===== config.mk =====
export PLATFORM = sky130hd
export DESIGN_NAME = jk_updown_counter
export DESIGN_NICKNAME = d
export VERILOG_FILES = /design/src/rtl/jk_updown_counter.sv
export SDC_FILE = /design/constraint.sdc
export NUM_CORES = 1
export LEC_CHECK = 0
export BUFFER_PORTS_ARGS = -buffer_cell sky130_fd_sc_hd__buf_4
export CAP_MARGIN = 20
export CORE_MARGIN = 10
export CORE_UTILIZATION = 53
export DETAILED_ROUTE_END_ITERATION = 10
export PLACE_DENSITY_LB_ADDON = 0.1
export SLEW_MARGIN = 20
export SYNTH_ARGS = -nofsm -noshare
export SYNTH_HDL_FRONTEND = slang
export SYNTH_SLANG_ARGS = --single-unit

===== constraint.sdc =====
create_clock -name clk -period 2.4 [get_ports clk]
set_clock_uncertainty 0.1 [all_clocks]
set_input_delay 0.6 -clock clk [delete_from_list [all_inputs] [get_ports clk]]
set_output_delay 0.6 -clock clk [all_outputs]
set_load 0.03 [all_outputs]

===== src/rtl/jk_updown_counter.sv =====
// Purpose: debounced up/down modulo-MOD counter with JK excitation outputs and a wrap pulse for cascading.
// Latency: a button press steps count 3+DEBOUNCE edges after it is first sampled; load takes 1 edge.
// Backpressure: none; steps arriving while en is low or alongside a load are dropped, never queued.
//
// Ports:
//   clk       rising-edge clock for all state
//   reset     asynchronous active-low clear of every flop
//   en        step enable, sampled in the step cycle only
//   btn_up    raw pushbutton, increment
//   btn_down  raw pushbutton, decrement
//   load      synchronous parallel load strobe (beats any step)
//   load_val  value to load, saturated to MOD-1
//   count     registered count, 0..MOD-1
//   j_vec     J excitation for the transition taken at the next edge
//   k_vec     K excitation for the transition taken at the next edge
//   wrap      one-cycle pulse after MOD-1->0 (up) or 0->MOD-1 (down)
module jk_updown_counter #(
  parameter int WIDTH    = 4,
  parameter int MOD      = 10,
  parameter int DEBOUNCE = 4
) (
  input  logic             clk,
  input  logic             reset,
  input  logic             en,
  input  logic             btn_up,
  input  logic             btn_down,
  input  logic             load,
  input  logic [WIDTH-1:0] load_val,
  output logic [WIDTH-1:0] count,
  output logic [WIDTH-1:0] j_vec,
  output logic [WIDTH-1:0] k_vec,
  output logic             wrap
);

  localparam int               CW       = $clog2(DEBOUNCE);
  localparam logic [CW-1:0]    DBC_LAST = CW'(DEBOUNCE - 1);
  localparam logic [WIDTH-1:0] TOP      = WIDTH'(MOD - 1);

  // Bit 0 is the up button, bit 1 the down button throughout.
  logic [1:0]    raw;
  logic [1:0]    sync_a;
  logic [1:0]    sync_b;
  logic [1:0]    db;
  logic [1:0]    db_d;
  logic [CW-1:0] dbc [2];

  logic             step_up;
  logic             step_dn;
  logic             load_over;
  logic [WIDTH-1:0] next;
  logic             wrap_next;

  assign raw = {btn_down, btn_up};

  // Synchroniser, debouncer and edge register for both buttons.
  // The debounce counter only runs while the synchronised level disagrees
  // with the accepted level; any agreeing cycle restarts the count, so a
  // level must differ for DEBOUNCE consecutive edges to be accepted.
  always_ff @(posedge clk or negedge reset) begin
    if (!reset) begin
      sync_a <= '0;
      sync_b <= '0;
      db     <= '0;
      db_d   <= '0;
      dbc[0] <= '0;
      dbc[1] <= '0;
    end else begin
      sync_a <= raw;
      sync_b <= sync_a;
      db_d   <= db;
      for (int b = 0; b < 2; b++) begin
        if (sync_b[b] == db[b]) begin
          dbc[b] <= '0;
        end else if (dbc[b] == DBC_LAST) begin
          db[b]  <= sync_b[b];
          dbc[b] <= '0;
        end else begin
          dbc[b] <= dbc[b] + 1'b1;
        end
      end
    end
  end

  // Only accepted rising levels count; releases produce nothing.
  assign step_up = db[0] & ~db_d[0];
  assign step_dn = db[1] & ~db_d[1];

  // Compare one bit wider so MOD == 2**WIDTH never saturates.
  assign load_over = ({1'b0, load_val} > {1'b0, TOP});

  always_comb begin
    next      = count;
    wrap_next = 1'b0;
    if (load) begin
      next = load_over ? TOP : load_val;
    end else if (en && (step_up ^ step_dn)) begin
      // Simultaneous up and down cancel; only a lone step moves the count.
      if (step_up) begin
        if (count == TOP) begin
          next      = '0;
          wrap_next = 1'b1;
        end else begin
          next = count + 1'b1;
        end
      end else begin
        if (count == '0) begin
          next      = TOP;
          wrap_next = 1'b1;
        end else begin
          next = count - 1'b1;
        end
      end
    end
  end

  // J marks bits rising, K marks bits falling; they are never both set.
  assign j_vec = ~count & next;
  assign k_vec = count & ~next;

  // The count register behaves as a JK bank: J sets, K clears, else hold.
  always_ff @(posedge clk or negedge reset) begin
    if (!reset) begin
      count <= '0;
      wrap  <= 1'b0;
    end else begin
      count <= (count & ~k_vec) | j_vec;
      wrap  <= wrap_next;
    end
  end

endmodule

# --- Word level (Yosys, flattened, before mapping) ---
# Cells that the tools add are included.
word_totals:
  ff_bits: 17
  inputBits: 10
  output_inout_bits: 13
  elab_cells: 52
classes:
  addsub: 4
  order_cmp: 1
  eq_ne: 5
  muxes: 15
  bitwise: 14
  reduce_logical: 4
ops:
  columns: ["cell", "count"]
  rows:
  - ["two-way mux 4 bit", 6]
  - ["AND 4 bit", 3]
  - ["NOT 4 bit", 3]
  - ["two-way mux 2 bit", 4]
  - ["two-way mux 1 bit", 5]
  - ["adder 2 x 1 -> 2 bit, second input constant", 2]
  - ["adder 4 x 1 -> 4 bit, second input constant", 1]
  - ["equality test 2 bit, second input constant", 2]
  - ["equality test 4 bit, second input constant", 1]
  - ["> comparator 4 bit, second input constant", 1]
  - ["logical NOT 4 bit", 1]
  - ["NOT 1 bit", 4]
  - ["OR 4 bit", 1]
  - ["AND reduction 2 bit", 2]
  - ["subtractor 4 x 1 -> 4 bit, second input constant", 1]
  - ["AND 1 bit", 2]
  - ["equality test 1 bit", 2]
  - ["logical AND 1 bit", 1]
  - ["bitwise XOR 1 bit", 1]

# --- Depth between registers and ports, before layout ---
# Gate-level depths: netlist of the first run.
logic_depth:
  depth_word: 11
  ltp_mapped: 6
  depth_no_buf: 6

# --- Least setup slack after synthesis of the first run ---
# No wires, ideal clock.
synth_timing:
  kind: "register -> output"
  from: "register count[0]"
  to: "output k_vec[3]"
  arrival_time_ns: 2.260
  t_required_ns: 1.700
  path_slack_ns: -0.560
  path_stages_with_launch: 7
  n_path_buf: 0
  cell_sequence: "dfrtp_1 > inv_1 > ha_1 > o21bai_1 > a211oi_2 > a211oi_1 > o31ai_1"
synth_between:
  elab_chain_cells: 7
  elab_cells_between_ends: 11
  cone_classes: "add/sub: 2; eq/ne: 1; mux: 5; bitwise: 2; reduce/logical: 1"
synth_rtl:
  columns: ["element", "line_no", "rtl"]
  rows:
  - ["from (decl)", "29", "output logic [WIDTH-1:0] count,"]
  - ["from (signal assigned)", "126", "count <= (count & ~k_vec) | j_vec;"]
  - ["subtractor 4 x 1 -> 4 bit (tied with other cells)", "110", "next = count - 1'b1;"]
  - ["two-way mux 4 bit (on tied branches)", "106, 99", null]
  - ["two-way mux 4 bit *", "98", "if (step_up) begin"]
  - ["two-way mux 4 bit *", "96", "end else if (en && (step_up ^ step_dn)) begin"]
  - ["two-way mux 4 bit *", "94", "if (load) begin"]
  - ["NOT 4 bit *", "118", "assign k_vec = count & ~next;"]
  - ["AND 4 bit *", "118", null]
  - ["to (decl)", "31", "output logic [WIDTH-1:0] k_vec,"]
# Every way passes the cells marked *; elsewhere a longest branch is shown, timed or not.

# --- Final worst setup path of the first run ---
layout_timing:
  from: "register count[1]"
  to: "output j_vec[1]"
layout_between:
  elab_chain_cells: 6
  elab_cells_between_ends: 11
  cone_classes: "add/sub: 2; eq/ne: 1; mux: 5; bitwise: 2; reduce/logical: 1"
layout_rtl:
  columns: ["element", "line_no", "rtl"]
  rows:
  - ["subtractor 4 x 1 -> 4 bit (tied with other cells)", "110", null]
  - ["two-way mux 4 bit (on tied branches)", "106, 99", null]
  - ["two-way mux 4 bit", "98", null]
  - ["two-way mux 4 bit", "96", null]
  - ["two-way mux 4 bit", "94", null]
  - ["AND 4 bit *", "117", "assign j_vec = ~count & next;"]
  - ["to (decl)", "30", "output logic [WIDTH-1:0] j_vec,"]
# Marks and branches as above.

==> results.cfg, run 1 <==
[layout]
flow.area_growth_from_synthesis_pct = 59.6
postLayoutCoreUtil_pct = 87.7
fin_nets = 168
share_of_cells_above_drive_strength_1_pct = 57.2
antennaDiodeCount = 0

[timing]
slew_headroom_pct = 76.0
tightest_slew_ns = 0.357
layout_setup_ws_ns = -0.218
maxClockFrequency_mhz = 382
slew_viol_final = 0
hold_slack_ns = 0.0486
rsz_0062_raised_after_global_routing = true
setup_total_negative_slack_ns = -1.09
timing.final.crit_period_ns = 2.62
report.final.hold_viol_count = 0
final_min_period_over_clock_period_pct = 109
setup_viol = 7

[cts]
clk_pin_slew_worst_paths_ns = 0.09
cts-htree-levels = 1
tritoncts.num_buffers = 3
cts.hold.buffers_added = 0
worst_skew_pair.late_latency_ns = 0.29
clockBufferDepth = 2
numClockSinks = 17
clock_tree_from_tritoncts = done
ctsRootBufferMaster = clkbuf_4

[synthesis]
syn-num-nets = 119
yosysSeqAreaShare_pct = 40.3
mapped_cell_area_um2 = 1060
postSynthCellCount = 104
ys_ff_latch = 17
synth-warning-count = 0
synth.most_common_cell = dfrtp_1
ys_top_cells_by_area = dfrtp_1, ha_1, nor3_1
ys_dominant_reg_cell = dfrtp_1
syn-mean-instance-area_um2 = 10.2
post_synth_most_frequent_cells = dfrtp_1, inv_1, nor3_1
synth.lib_cells_used.distinct = 40
ys_async_sr_fraction_pct = 100
netlist.area_leader.share_pct = 40.3
count_of_flip_flops_with_a_built_in_enable_after_synthesis = 0
synth_area_leader_cell = dfrtp_1

[worst_setup_path]
worstSetupEndpointType = output pin
worstPathRequired_ns = 1.70
critPathLaunchType = register
r2r_setup_slack_ns = 0.48
critical_path_class = register to output pin
path_cells = buf_4 -> ha_4 -> or3_1 -> o221ai_2 -> buf_4 -> o31ai_4 -> buf_6
reg2reg_to = count[3]
cp_max_fo = 6
r2r.worst_path.cells = 7
r2r-start = count[0]
timing.critical_path.arrival_ns = 1.92
slowest_delay_ns = 0.43
critPathMostFrequentCell = buf_4
slowest_stage = dfrtp_2

[route]
drt_drc_violations_left = 0
drt_iter0_markers = 54
drt-pass1-iter-count = 4
route.final.wire_length_um = 3450
detail_route.wl_per_cell_um = 19.3
final_antenna_net_count = 0
routed-via-count = 1036
detail_route.vias_per_cell = 5.79

[grt]
grt_pass1_wl_um = 4590
antenna_found_initial = 0
grt_start_max_net_pins = 18
grt-ovfl-total = 0
grt_pass1_vias = 972
overall_global_routing_usage_pct = 13.5

[placed_design]
post-dp-hpwl_um = 2050
portBuffers = 22
weighted_congestion_at_the_end_of_routability_driven_global_placement = 0.929

[floorplan]
die_height_um = 64.6
dieArea_um2 = 4180
io-pin-count = 23
initial_core_util_pct = 54.9
width_of_the_die_um = 64.6
fp-row-count = 16
floorplan.core_area_um2 = 1920

[pwr]
worst_ir_drop_vdd_v = 0.00115
power.density_cell_area_nw_per_um2 = 1320
power.static_leakage_nw = 0.738

[outcome]
violated_checks = setup timing
run_status = complete, but fails checks

[run]
cap_violations = 0

[hold_path]
worstHoldPathType = input pin to async pin
-- cell type report --
cell class / instances / area (um^2)
clock buffers: 3 / 22.5
clock inverters: 1 / 5.00
multi-input cells: 76 / 781
fillers: 92 / 236
flip-flops and latches: 17 / 429
inverters: 7 / 31.3
repair buffers: 48 / 383
well taps: 27 / 33.8
-- sequential cells by signal (all words and copies together), names as in the netlist --
name	cells
count	4
db	2
db_d	2
dbc	4
sync_a	2
sync_b	2
wrap	1
-- layout by cell type, fill, tap and decap left out, types with 4 or more instances in the layout --
cell type / netlist / layout
nor2_1: 4 / 4
dfrtp_1: 17 / 14
nand3_1: 4 / 4
buf_6: 1 / 6
nor3_1: 6 / 4
inv_1: 7 / 4
buf_4: 0 / 42
nand2_1: 5 / 5
-- worst max-delay path: cells and delay by family (launching register included) --
kind            cells  cell delay [ns]
simple gates        1             0.39
flops               1             0.43
fa+ha+maj           1             0.18
compound gates      2             0.15
buf+inv             3             0.48
-- worst max-delay path by stage --
stage	startpoint	to	slack [ns]	cells past startpoint
finish	count[1]	j_vec[1]	-0.22	7
global route	count[0]	j_vec[1]	-0.29	8
CTS	count[0]	j_vec[1]	-0.15	7
detailed placement	db[0]	k_vec[1]	0.04	5
global placement	db[0]	k_vec[1]	0.06	5
floorplan	count[0]	k_vec[3]	-0.09	6
-- per-stage QoR --
step	cell area, um^2	total power (W)	setup WS (ns)	cells
2_1_floorplan	1110	0.00124	-0.0936	104
3_3_place_gp	1380	0.00160	0.0628	160
3_5_place_dp	1380	0.00162	0.0398	160
4_1_cts	1560	0.00198	-0.153	172
5_1_grt	1690	0.00235	-0.287	179
6_report	1690	0.00223	-0.218	179
-- per-layer routing --
layer  wire length, um  up-vias  global-route usage [%]
li1                  -      489                       -
met1              1380      497                    14.7
met2              1780       38                    23.9
met3               201       12                    3.26
met4                97        0                    6.95
met5                 0        -                       0
-- cells by family (layout without fill, tap and decap cells) --
kind of cell | Yosys count | after routing | synth area share [%]
simple gates | 35 | 36 | 19.0
compound gates | 27 | 27 | 19.8
flops | 17 | 17 | 40.3
buf+inv | 12 | 59 | 4.98
fa+ha+maj | 5 | 5 | 5.92
xor+xnor | 4 | 4 | 5.10
mux | 4 | 4 | 4.98
-- report_power, final --
part	switching, W	internal (W)	total (W)
clock	0.0000833	0.0000620	0.000145
combinational	0.000841	0.000762	0.00160
sequential	0.0000991	0.000383	0.000482
-- what timing repair did --
item | in CTS | in global routing
cloned | 1 | 0
setup endpoints to repair | 8 | 8
buffers inserted | 7 | 7
pin swaps | 7 | 8
gates resized for setup | 21 | 11
Power figures use the tool's default switching activity.
==> run 2: changes to the inputs <==
--- a/config.mk
+++ b/config.mk
@@ -7,8 +7,10 @@
 export LEC_CHECK = 0
 export BUFFER_PORTS_ARGS = -buffer_cell sky130_fd_sc_hd__buf_4
 export CAP_MARGIN = 20
+export CELL_PAD_IN_SITES_DETAIL_PLACEMENT = 0
+export CELL_PAD_IN_SITES_GLOBAL_PLACEMENT = 1
 export CORE_MARGIN = 10
-export CORE_UTILIZATION = 53
+export CORE_UTILIZATION = 40
 export DETAILED_ROUTE_END_ITERATION = 10
 export PLACE_DENSITY_LB_ADDON = 0.1
 export SLEW_MARGIN = 20
==> run 2 against run 1 <==
  * The flow still finishes with violations (setup timing)
  * Clock power about the same
  * Sequential share of layout area barely moved
  * Total power fell by 3.7%
  * Critical path depth stayed put
  * Cell area is 0.15% higher
  * Flip-flop and latch count stayed put
  * Combinational power is 6% lower
  * Die area up 22%
  * Core utilization decreased by 20 points
  * Routed wire length shrank 14%
  * Critical path type unchanged
  * Highest routed layer unchanged
==> results.cfg, run 2 (same netlist as run 1, synthesis figures left out) <==
[layout]
largest_registers = count x4, dbc x4
fin_nets = 167
antennaDiodeCount = 0
stdcell_area_um2 = 1690
flow.area_growth_from_synthesis_pct = 59.8
share_of_cells_above_drive_strength_1_pct = 59.6
layout_common_cells = buf_4, dfrtp_1, buf_6
postLayoutCoreUtil_pct = 67.5
most_common_library_cell_in_the_layout_ignoring_fill_and_taps = buf_4
finish.cell_count_without_fillers = 181

[timing]
tightest_slew_ns = 0.297
report.final.hold_viol_count = 0
layout_setup_ws_ns = -0.170
slew_viol_final = 0
setup_viol = 8
slew_headroom_pct = 80.2
maxClockFrequency_mhz = 389
setup_total_negative_slack_ns = -0.800
rsz_0062_raised_after_global_routing = true
final_min_period_over_clock_period_pct = 107
timing.final.crit_period_ns = 2.57

[grt]
overall_global_routing_usage_pct = 11.3
grt_start_max_net_pins = 18
grt_pass1_vias = 1050
grt_pass1_wl_um = 4750
grt-ovfl-total = 0
antenna_found_initial = 0

[route]
drt-pass1-iter-count = 4
drt_drc_violations_left = 0
routed-via-count = 984
drt_iter0_markers = 97
route.final.wire_length_um = 2970
detail_route.wl_per_cell_um = 16.4
detail_route.vias_per_cell = 5.44
final_antenna_net_count = 0

[floorplan]
initial_core_util_pct = 42.2
width_of_the_die_um = 71.4
fp-row-count = 18
die_height_um = 71.4
dieArea_um2 = 5100
floorplan.core_area_um2 = 2500
io-pin-count = 23

[cts]
cts.hold.buffers_added = 0
worst_skew_pair.late_latency_ns = 0.28
clk_pin_slew_worst_paths_ns = 0.09
numClockSinks = 17
ctsRootBufferMaster = clkbuf_4
tritoncts.num_buffers = 3
cts-htree-levels = 1
clock_tree_from_tritoncts = done
clockBufferDepth = 2

[placed_design]
portBuffers = 22
post_placement_cell_area_um2 = 1420
post-dp-hpwl_um = 2160
placed_cells_incl_taps = 169
weighted_congestion_at_the_end_of_routability_driven_global_placement = 0.859

[worst_setup_path]
critical_path_class = register to output pin
critical_path.startpoint = count[0]
timing.critical_path.arrival_ns = 1.87
r2r_setup_slack_ns = 0.57
reg2reg_to = count[3]
r2r-start = count[0]
cp_max_fo = 4
worstPathRequired_ns = 1.70
worstSetupEndpointType = output pin
critPathLaunchType = register
r2r.worst_path.cells = 7

[outcome]
violated_checks = setup timing
run_status = complete, but fails checks

[pwr]
power.density_cell_area_nw_per_um2 = 1270
worst_ir_drop_vdd_v = 0.000891
power.static_leakage_nw = 0.734

[hold_path]
worstHoldPathType = input pin to async pin

[run]
cap_violations = 0
## run 2: through the flow
| stage | hold slack (ns) | setup WS [ns] | total power (W) |
|---|---|---|---|
| 4_1_cts | 0.0473 | -0.172 | 0.00203 |
| 3_3_place_gp | 0.234 | 0.0538 | 0.00166 |
| 2_1_floorplan | 0.204 | -0.0936 | 0.00124 |
| 3_5_place_dp | 0.241 | 0.0692 | 0.00167 |
| 6_report | 0.0524 | -0.170 | 0.00215 |
| 5_1_grt | 0.0331 | -0.306 | 0.00230 |
## run 2: critical path, stage by stage (launching register included)
cell and delay, ns:
dfrtp_2 0.46, ha_4 0.18, nand4b_1 0.13, o31a_1 0.20, o221ai_2 0.11, buf_4 0.15
o31ai_2 0.17, buf_4 0.19
## run 2: timing repair
action,in CTS,in global routing
endpoints found under the setup margin,8,8
buffers inserted,4,3
cloned,1,0
gates resized for setup,21,13
pin swaps,10,9
## run 2: worst max-delay path by stage
stage,to,slack (ns),depth (start not counted)
floorplan,k_vec[3],-0.09,6
global placement,k_vec[1],0.05,6
detailed placement,j_vec[1],0.07,8
CTS,j_vec[1],-0.17,7
global route,j_vec[1],-0.31,7
finish,j_vec[1],-0.17,7
## run 2: final cells by class
type,instances,area (um^2)
Multi-Input combinational cell,76,781
Inverter,7,28.8
Clock inverter,1,5.00
Clock buffer,3,22.5
Fill cell,197,812
Timing Repair Buffer,47,383
Sequential cell,17,430
Tap cell,30,37.5
## run 2: metal layers
layer	vias up	part of all wire, %	GRT usage (%)
met1	476	47	13.4
met3	3	4.9	4.68
met2	20	48	18.6
li1	485	-	-
met5	-	0	0
met4	0	0.34	2.37
## run 2: power by group
part / internal [W] / switching, W / total (W)
Clock: 0.0000619 / 0.0000846 / 0.000147
Combinational: 0.000747 / 0.000767 / 0.00151
Sequential: 0.000385 / 0.000102 / 0.000487
